## src/rtl/shot_sequencer.sv

```systemverilog
// Shot sequencer: runs nshot reset/arm/run shots across NPROC proc_cores.
// Build option: define SHOT_TIMEOUT_EN to include the per-shot watchdog.
module shot_sequencer #(
    parameter int NPROC         = 4,
    parameter int SHOTCNT_WIDTH = 32,
    parameter int RST_CYCLES    = 2,
    parameter int ARM_CYCLES    = 4,
    parameter int TIMEOUT_WIDTH = 24
) (
    input  logic                     clk,
    input  logic                     reset,
    input  logic                     stb_start,
    input  logic                     stb_abort,
    input  logic [SHOTCNT_WIDTH-1:0] nshot,
    input  logic [NPROC-1:0]         proc_mask,
    input  logic [NPROC-1:0]         proc_end,
    input  logic [TIMEOUT_WIDTH-1:0] timeout_cycles,
    output logic                     proc_reset,
    output logic                     shot_busy,
    output logic                     stb_shot_start,
    output logic [SHOTCNT_WIDTH-1:0] shot_cnt,
    output logic                     last_shot_done,
    output logic                     stb_aborted,
    output logic                     timeout_err
);

    localparam int AW = $clog2(ARM_CYCLES + 2);
    localparam int RW = (TIMEOUT_WIDTH > AW) ? TIMEOUT_WIDTH : AW;
    localparam int CW = (RST_CYCLES > 1) ? $clog2(RST_CYCLES) : 1;

    localparam logic [CW-1:0] RST_INIT = CW'(RST_CYCLES - 1);
    localparam logic [RW-1:0] ARM_VAL  = RW'(ARM_CYCLES);

    typedef enum logic [1:0] {
        IDLE,
        RST,
        RUN
    } state_t;

    state_t                   state_q;
    state_t                   state_d;
    logic [CW-1:0]            rst_cnt_q;
    logic [CW-1:0]            rst_cnt_d;
    logic [RW-1:0]            run_cnt_q;
    logic [RW-1:0]            run_cnt_d;
    logic [SHOTCNT_WIDTH-1:0] nshot_q;
    logic [SHOTCNT_WIDTH-1:0] nshot_d;
    logic [NPROC-1:0]         mask_q;
    logic [NPROC-1:0]         mask_d;
    logic [SHOTCNT_WIDTH-1:0] cnt_d;
    logic [SHOTCNT_WIDTH-1:0] cnt_inc;
    logic                     tmo_err_d;
    logic                     start_d;
    logic                     done_d;
    logic                     abort_d;
    logic                     all_end;
    logic                     armed;
    logic                     complete;
    logic                     is_last;
    logic                     timeout_hit;

    // Unmasked processors must all report end once the arming window is over
    assign all_end  = &(proc_end | ~mask_q);
    assign armed    = (run_cnt_q >= ARM_VAL);
    assign complete = (state_q == RUN) && armed && all_end;
    assign cnt_inc  = shot_cnt + SHOTCNT_WIDTH'(1);
    assign is_last  = (cnt_inc == nshot_q);

`ifdef SHOT_TIMEOUT_EN
    logic [RW-1:0] tmo_last;

    // Watchdog fires on the last allowed RUN cycle unless the shot completes
    assign tmo_last    = RW'(timeout_cycles) - RW'(1);
    assign timeout_hit = (state_q == RUN) &&
                         (timeout_cycles != '0) &&
                         (run_cnt_q == tmo_last) &&
                         !complete;
`else
    logic unused_tmo;

    assign unused_tmo  = &{1'b0, timeout_cycles};
    assign timeout_hit = 1'b0;
`endif

    // Next-state, counter and pulse decode; abort outranks everything
    always_comb begin
        state_d   = state_q;
        rst_cnt_d = rst_cnt_q;
        run_cnt_d = run_cnt_q;
        nshot_d   = nshot_q;
        mask_d    = mask_q;
        cnt_d     = shot_cnt;
        tmo_err_d = timeout_err;
        start_d   = 1'b0;
        done_d    = 1'b0;
        abort_d   = 1'b0;
        unique case (state_q)
            IDLE: begin
                if (stb_start && !stb_abort) begin
                    cnt_d     = '0;
                    tmo_err_d = 1'b0;
                    if (nshot != '0) begin
                        nshot_d   = nshot;
                        mask_d    = proc_mask;
                        rst_cnt_d = RST_INIT;
                        state_d   = RST;
                    end else begin
                        done_d = 1'b1;
                    end
                end
            end
            RST: begin
                if (stb_abort) begin
                    state_d = IDLE;
                    abort_d = 1'b1;
                end else if (rst_cnt_q == '0) begin
                    state_d   = RUN;
                    run_cnt_d = '0;
                    start_d   = 1'b1;
                end else begin
                    rst_cnt_d = rst_cnt_q - CW'(1);
                end
            end
            RUN: begin
                if (stb_abort) begin
                    state_d = IDLE;
                    abort_d = 1'b1;
                end else if (complete) begin
                    cnt_d = cnt_inc;
                    if (is_last) begin
                        state_d = IDLE;
                        done_d  = 1'b1;
                    end else begin
                        state_d   = RST;
                        rst_cnt_d = RST_INIT;
                    end
                end else if (timeout_hit) begin
                    state_d   = IDLE;
                    abort_d   = 1'b1;
                    tmo_err_d = 1'b1;
                end else if (run_cnt_q != '1) begin
                    run_cnt_d = run_cnt_q + RW'(1);
                end
            end
            default: state_d = IDLE;
        endcase
    end

    // State, counters, latched run setup and registered outputs
    always_ff @(posedge clk) begin
        if (reset) begin
            state_q        <= IDLE;
            rst_cnt_q      <= '0;
            run_cnt_q      <= '0;
            nshot_q        <= '0;
            mask_q         <= '0;
            shot_cnt       <= '0;
            proc_reset     <= 1'b1;
            shot_busy      <= 1'b0;
            stb_shot_start <= 1'b0;
            last_shot_done <= 1'b0;
            stb_aborted    <= 1'b0;
            timeout_err    <= 1'b0;
        end else begin
            state_q        <= state_d;
            rst_cnt_q      <= rst_cnt_d;
            run_cnt_q      <= run_cnt_d;
            nshot_q        <= nshot_d;
            mask_q         <= mask_d;
            shot_cnt       <= cnt_d;
            proc_reset     <= (state_d != RUN);
            shot_busy      <= (state_d != IDLE);
            stb_shot_start <= start_d;
            last_shot_done <= done_d;
            stb_aborted    <= abort_d;
            timeout_err    <= tmo_err_d;
        end
    end

endmodule

```

## config.mk

```make
export PLATFORM = sky130hd
export DESIGN_NAME = shot_sequencer
export DESIGN_NICKNAME = d
export VERILOG_FILES = /design/src/rtl/shot_sequencer.sv
export SDC_FILE = /design/constraint.sdc
export NUM_CORES = 1
export LEC_CHECK = 0
export ABC_CLOCK_PERIOD_IN_PS = 3320
export BUFFER_PORTS_ARGS = -buffer_cell sky130_fd_sc_hd__buf_2
export CORE_ASPECT_RATIO = 2
export CORE_MARGIN = 2
export CORE_UTILIZATION = 23
export DETAILED_ROUTE_END_ITERATION = 10
export GPL_ROUTABILITY_DRIVEN = 0
export GPL_TIMING_DRIVEN = 0
export REMOVE_ABC_BUFFERS = 1
export SLEW_MARGIN = 20
export SYNTH_ARGS = -nofsm -noshare
export SYNTH_HDL_FRONTEND = slang
export SYNTH_SLANG_ARGS = --single-unit
```

## constraint.sdc

```tcl
create_clock -name clk -period 3.32 [get_ports clk]
set_input_delay 0.332 -clock clk [delete_from_list [all_inputs] [get_ports clk]]
set_output_delay 0.332 -clock clk [all_outputs]
set_load 0.005 [all_outputs]
```

==> results of run 1 <==
logic make-up after synthesis:
kind of cell / count (synthesis)
DFF: 100
AOI/OAI and AO/OA: 122
and+or+nand+nor: 304
buffers and inverters: 55
adders and majority gates: 7
muxes: 41
other: 1
xor gates and xnor gates: 58
placed cells by master (no fill, tap or decap), types with 3 or more instances in the layout:
cell and count:
a311oi_1 5, ha_1 5, or3_1 13, inv_1 13, buf_2 79, and4_1 8, nor2_1 92, nor4_4 5
a211oi_1 4, nand3b_1 7, inv_6 3, a31oi_1 5, nand4_1 16, xor2_1 23, nor3b_1 10, and3_1 19
xnor2_1 34, nand3_1 18, nor3_1 11, nand2b_1 4, a21oi_1 42, nor2b_1 8, mux2i_1 38, dfxtp_1 98
or4_1 3, nand2_1 44, a2111oi_2 3, clkbuf_16 9, o21ai_0 35, a21o_1 3, and2_1 3, nor4_1 20
metal layers:
metal	track usage [%]	routed length, um	vias up	part of all wire [%]
met1	13.9	6440	2503	36
met2	25.8	9860	132	55
li1	-	-	2584	-
met4	5.88	653	2	3.7
met5	0	11	-	0.062
met3	3.10	863	32	4.8
layout make-up:
cell class,instances,area (um2)
Fill cell,2678,18100
Multi-Input combinational cell,533,3610
Sequential cell,100,2000
Timing Repair Buffer,84,468
Tap cell,336,420
Clock buffer,10,229
Clock inverter,6,55.1
Inverter,13,48.8
Antenna cell,1,2.50
critical path, stage by stage (launching register included):
cell and delay (ns):
dfxtp_1 0.50, ha_2 0.32, and3_1 0.21, and3_1 0.22
xnor2_1 0.08, nor4_1 0.56, nand4_1 0.25, nor4_4 0.31
nand3_1 0.14, a2111oi_2 0.42
per-stage QoR:
| stage | cells | util [%] |
|---|---|---|
| 3_3_place_gp | 1062 | 25.6 |
| 4_1_cts | 1081 | 27.2 |
| 3_5_place_dp | 1065 | 25.9 |
| 6_report | 1083 | 27.4 |
| 2_1_floorplan | 646 | - |
| 5_1_grt | 1083 | 27.4 |
power by group through the flow:
stage	Combinational (mW)	Clock [mW]	Sequential, mW
final	0.298	1.05	1.25
after global routing	0.326	1.11	1.26
after CTS	0.301	1.07	1.25
after detailed placement	0.295	0	1.28
after global placement	0.281	0	1.28
after floorplan	0.175	0	1.27
repair_timing:
item	4_1_cts	5_1_grt
setup buffers	0	1
gates resized for setup	5	11
setup endpoints to repair	12	10
pin swaps	0	0
state kept, by name (all words and copies together) (netlist names):
name / cells
nshot_q: 32
shot_cnt: 32
run_cnt_q: 24
mask_q: 4
state_q: 2
last_shot_done: 1
proc_reset: 1
rst_cnt_q: 1
shot_busy: 1
stb_aborted: 1
stb_shot_start: 1
how the worst max path moves through the flow:
stage               cells past startpoint              to  slack [ns]        start
global placement                        7    shot_cnt[27]       -0.40   state_q[0]
global route                            9  last_shot_done       -0.01  shot_cnt[0]
floorplan                               9       rst_cnt_q        0.57  shot_cnt[0]
finish                                  9  last_shot_done        0.19  shot_cnt[0]
detailed placement                      9  last_shot_done       -0.18  shot_cnt[0]
CTS                                     9  last_shot_done       -0.02  shot_cnt[0]
==> metrics.md, run 1 <==
| Metric | Value |
|---|---|
| Max-cap viol count | 0 |
| Comb power frac | 11.5% |
| H-tree Lvls | 3 |
| Crit path DAT | 3.37 ns |
| Vias per cell | 4.85 |
| Syn_area_per_cell | 8.45 um2 |
| Clock transition at the registers of the reported paths | 0.08 ns |
| Initial antenna violation count | 2 |
| Clock power share | 40.3% |
| Worst Hold Margin | 0.197 ns |
| Synth Register Bits | 100 |
| Largest net degree at the start of global routing | 57 |
| Worst Hold Path Cells | 3 |
| Worst Setup End Kind | flip-flop |
| Post-Synth Simple-Gate Area | 29.3% |
| Post-Synthesis Cells | 688 |
| Design area | 6830 um2 |
| Post-synth top cells | dfxtp_1, nor2_1, nand2_1 |
| CTS Hold Bufs | 0 |
| Largest family of logic cells by synthesized area | simple AND/OR/NAND/NOR gates |
| Row cnt | 82 |
| Psw | 0.719 mW |
| Post-synthesis xor/xnor area fraction | between 8 and 9% |
| R2R Setup Slk | about 0.19 ns |
| Net switching fraction of the power | roughly 28% |
| R2R Path End | last_shot_done |
| Final WL | ~18000 um |
| Worst-path maximum fanout | 8 |
| Setup CP Type | flip-flop to flip-flop |
| Initial Util | 23.3% |
| Async S/R FF share, synth | 0% |
| Residual DRC | 0 |
| Hold Startpoint | proc_mask[2] |
| Top cells by area, synth | dfxtp_1, mux2i_1, nor2_1, xnor2_1, a21oi_1 |
| Upper clock frequency limit | 320 MHz |
| TritonCTS clock tree | yes |
| Layout Skew | 0.0121 ns |
| Cell area after synthesis | slightly below 6000 um2 |
| CP startpoint kind | flip-flop |
| Worst reg2reg path depth | 9 |
| Relative slew slack | around half |
| Area share of fa/ha/maj cells after synthesis | 1.51% |
| Hold Path Sink | mask_q[2] |
| Status | complete, no violations |
| Pwr Density | approximately 380 nW/um2 |
| Yosys top cell area share | ~34% |
| Worst slack, placed | -0.181 ns |
| Final Hold Viols | 0 |
| Final setup viols | 0 |
| Congestion Overflow GR | 0 |
| Starting DRT DRC Count | 352 |
| Final Slew Violations | 0 |
| Die Width | ~120 um |
| Placed Area | 6460 um2 |
| TritonCTS buffer count | 9 |
| Via count | 5253 |
| TritonCTS Sinks | 100 |
| IO Pins | 106 |
| Post-detail-place hpwl | 13500 um |
| Fin crit period | 3.13 ns |
| Wirelength per Cell | 16.5 um |
| Mux cell area share after synthesis | 7.12% |
| Max VDD drop | 0.000184 V |
| Clock Path Buffers | 2 |
| Total GRT Usage | 13.7% |
| Synth warn | 0 |
| IO buf count | 80 |
| Leak pwr | about 2.6 nW |
| Antenna Nets Post-Route | 0 |
| Post-synth EDFFs | 0 |
| CTS Root Cell | clkbuf_16 |
| Sequential cell area fraction in the yosys report | approximately 34% |
| Sequential Power Share | 48.2% |
| Yosys top cell by area | dfxtp_1 |
| First-pass GRT wire length | 28000 um |
| Die Y | ~230 um |
| Fin nets | 816 |
| Count leader, synth | dfxtp_1 |
| Area grow syn2layout | 17.6% |
| Compound-Gate Fraction of Synth Area | 13.5% |
| Synth unique cells | 77 |
| Vias in the first global route | 5144 |
| DIE AREA | roughly 27000 um2 |
| Path type of the worst min-delay path | primary input to flip-flop |
| Slew @ Worst Pin | ~0.75 ns |
| Worst Slack Setup Final | 0.191 ns |
| Tcrit/Tclk final | between 90% and 100% |
| Core area | 24900 um2 |
| Req. time, crit path | ~3.6 ns |
| Total power | 2.60 mW |
| Layout cell share with drive strength beyond 1 | 18.6% |
| Setup TNS | 0 ns |
| Worst-skew pair later-pin latency | 0.36 ns |
| DR pass1 iterations | 5 |
| Int Pwr | 1.88 mW |
| Main synth FF type | dfxtp_1 |
| FF-to-FF Start | shot_cnt[0] |
No activity file was read; power rests on OpenSTA's default activity.
==> inputs of run 2 (changes only) <==
Settings changed: CORE_ASPECT_RATIO 2 to 0.75.
==> run 2 against run 1 <==
Compared with the run above: sequential power is essentially flat; fmax shrank 3.1%; cell count is essentially flat; combinational power shrank 3%; via count shrank 0.40%; total power grew 2.0%; clock-buffer cell count shrank 1; sequential cell count is the same; clock skew shrank 0.0014 ns; wire length shrank 7.6%; setup slack lost 0.099 ns; die area shrank 0.24%; critical path type unchanged; critical endpoint unchanged.
==> metrics.md, run 2 (synthesis gave the netlist of run 1 again) <==
| Metric | Value |
|---|---|
| Layout Skew | 0.0107 ns (-0.00142 ns) |
| Status | complete, no violations |
| Worst Setup End Kind | flip-flop |
| Die Y | 142 um (-38%) |
| Crit. Startpoint | shot_cnt[1] |
| Commonest non-fill, non-tap cell in the layout | dfxtp_1 |
| Post-detail-place hpwl | 12100 um (-10%) |
| Slowest stage cell on the critical path | dfxtp_1 |
| First-pass GRT wire length | 26200 um (-6.6%) |
| Initial antenna violation count | 0 (-2) |
| Crit path DAT | 3.46 ns (+0.09 ns) |
| R2R Setup Slk | 0.09 ns (-0.10 ns) |
| Psw | 0.707 mW (-1.7%) |
| Layout cell share with drive strength beyond 1 | 18.5% (-0.13 points) |
| Die Width | 188 um (+61%) |
| IO Pins | 106 (unchanged) |
| Net switching fraction of the power | 26.7% (-1.0 points) |
| RSZ-0062 raised after global routing | true |
| Tcrit/Tclk final | 97.2% (+3.0 points) |
| Setup CP Type | flip-flop to flip-flop |
| Relative slew slack | 41.6% (-8.0 points) |
| Crit path cell chain | ha_2 > nand4_1 > buf_4 > nor4_4 > and3_1 > xnor2_1 > nand4_1 > nor4_4 > nand3_1 > a2111oi_2 |
| Congestion Overflow GR | 0 (unchanged) |
| Fin crit period | 3.23 ns (+0.0986 ns) |
| Starting DRT DRC Count | 395 (+12%) |
| CP peak stage delay | 0.45 ns (-0.11 ns) |
| Area grow syn2layout | 17.5% (about the same) |
| Pwr Density | 388 nW/um2 (+2.1%) |
| Residual DRC | 0 (unchanged) |
| IO buf count | 80 (unchanged) |
| Int Pwr | 1.94 mW (+3.4%) |
| CP startpoint kind | flip-flop |
| Max-cap viol count | 0 (unchanged) |
| Critical path depth in cells | 10 (+1) |
| Total GRT Usage | 12.5% (-1.2 points) |
| Final WL | 16500 um (-7.6%) |
| Comb power frac | 10.9% (-0.6 points) |
| DIE AREA | 26600 um2 (-0.24%) |
| Upper clock frequency limit | 310 MHz (-3.1%) |
| Antenna Nets Post-Route | 0 (unchanged) |
| Vias in the first global route | 4695 (-8.7%) |
| Worst-path maximum fanout | 8 (unchanged) |
| Sequential Power Share | 47.2% (-1.0 points) |
| Largest regs | nshot_q (32), shot_cnt (32), run_cnt_q (24) |
| Largest net degree at the start of global routing | 47 (-18%) |
| Path type of the worst min-delay path | primary input to flip-flop |
| CTS Hold Bufs | 0 (unchanged) |
| R2R Path End | last_shot_done |
| Core area | 24900 um2 (-0.13%) |
| FF-to-FF Start | shot_cnt[1] |
| Via count | 5232 (-0.40%) |
| Total power | 2.65 mW (+2.0%) |
| Setup TNS | 0 ns (unchanged) |
| Max VDD drop | 0.000260 V (+42%) |
| Worst-skew pair later-pin latency | 0.36 ns (about the same) |
| Final setup viols | 0 (unchanged) |
| Final Hold Viols | 0 (unchanged) |
| TritonCTS clock tree | yes |
| Initial Util | 23.3% (+0.030 points) |
| Clock power share | 41.9% (+1.6 points) |
| Clock transition at the registers of the reported paths | 0.08 ns (about the same) |
| Wirelength per Cell | 15.2 um (-7.7%) |
| Worst Setup EP | last_shot_done |
| DR pass1 iterations | 5 (unchanged) |
| Req. time, crit path | 3.55 ns (-0.02 ns) |
| ANT cells | 0 (-1) |
| Clock Path Buffers | 2 (unchanged) |
| TritonCTS Sinks | 100 (unchanged) |
| TritonCTS buffer count | 9 (unchanged) |
| Worst reg2reg path depth | 10 (+1) |
| Slew @ Worst Pin | 0.876 ns (+0.125 ns) |
| Commonest non-fill, non-tap cells in the layout | dfxtp_1, nor2_1, buf_2 |
| CTS Root Cell | clkbuf_16 |
| Leak pwr | 2.58 nW (+0.52%) |
| Fin nets | 816 (unchanged) |
| Final Slew Violations | 0 (unchanged) |
| Worst Path Buf+Inv | 1 (+1) |
| Largest delay contributor family on the critical path | simple AND/OR/NAND/NOR gates |
| Row cnt | 50 (-39%) |
| H-tree Lvls | 3 (unchanged) |
| Vias per cell | 4.83 (-0.49%) |
run 2: worst reg2reg max path: cells and delay by family (launching register included):
kind,cells,cell delay (ns)
compound gates,1,0.44
xor+xnor,1,0.19
fa+ha+maj,1,0.31
buf+inv,1,0.20
flops,1,0.45
simple gates,6,1.50
run 2: power groups by stage:
stage,Sequential [mW],Combinational (mW),Clock [mW]
global placement,1.28,0.279,0
detailed placement,1.28,0.286,0
CTS,1.25,0.290,1.15
finish,1.25,0.288,1.11
floorplan,1.27,0.175,0
global route,1.26,0.320,1.20
run 2: worst min-delay path by stage:
stage	startpoint	to	cells after the start
floorplan	reset	shot_cnt[10]	1
global placement	mask_q[1]	mask_q[1]	2
detailed placement	mask_q[1]	mask_q[1]	2
CTS	proc_mask[1]	mask_q[1]	3
global route	proc_mask[2]	mask_q[2]	3
finish	proc_mask[1]	mask_q[1]	3
run 2: area by class of cell:
cell class	instances	area (um2)
Clock buffer	9	225
Clock inverter	7	83.8
Fill cell	2719	18100
Inverter	13	48.8
Multi-Input combinational cell	533	3590
Sequential cell	100	2000
Tap cell	338	423
Timing Repair Buffer	84	453
run 2: repair_timing:
action,in CTS,in global routing
pin swaps,0,1
endpoints found under the hold margin,0,0
endpoints found under the setup margin,29,22
buffers inserted,2,0
gates resized for setup,10,4
run 2: stage by stage:
step / hold slack [ns] / instance area [um2] / setup WS, ns / cells / utilization, %
2_1_floorplan: 0.401 / 5570 / 0.573 / 646 / -
3_3_place_gp: 0.468 / 6390 / -0.594 / 1064 / 25.7
3_5_place_dp: 0.478 / 6440 / -0.428 / 1066 / 25.9
4_1_cts: 0.194 / 6810 / -0.0137 / 1084 / 27.4
5_1_grt: 0.213 / 6830 / -0.198 / 1084 / 27.4
6_report: 0.207 / 6830 / 0.0924 / 1084 / 27.4
run 2: layer usage:
metal	part of all wire [%]	GRT usage, %
met2	42	18.4
met3	5.9	2.75
met5	0	0
met4	1.4	3.44
met1	51	18.1
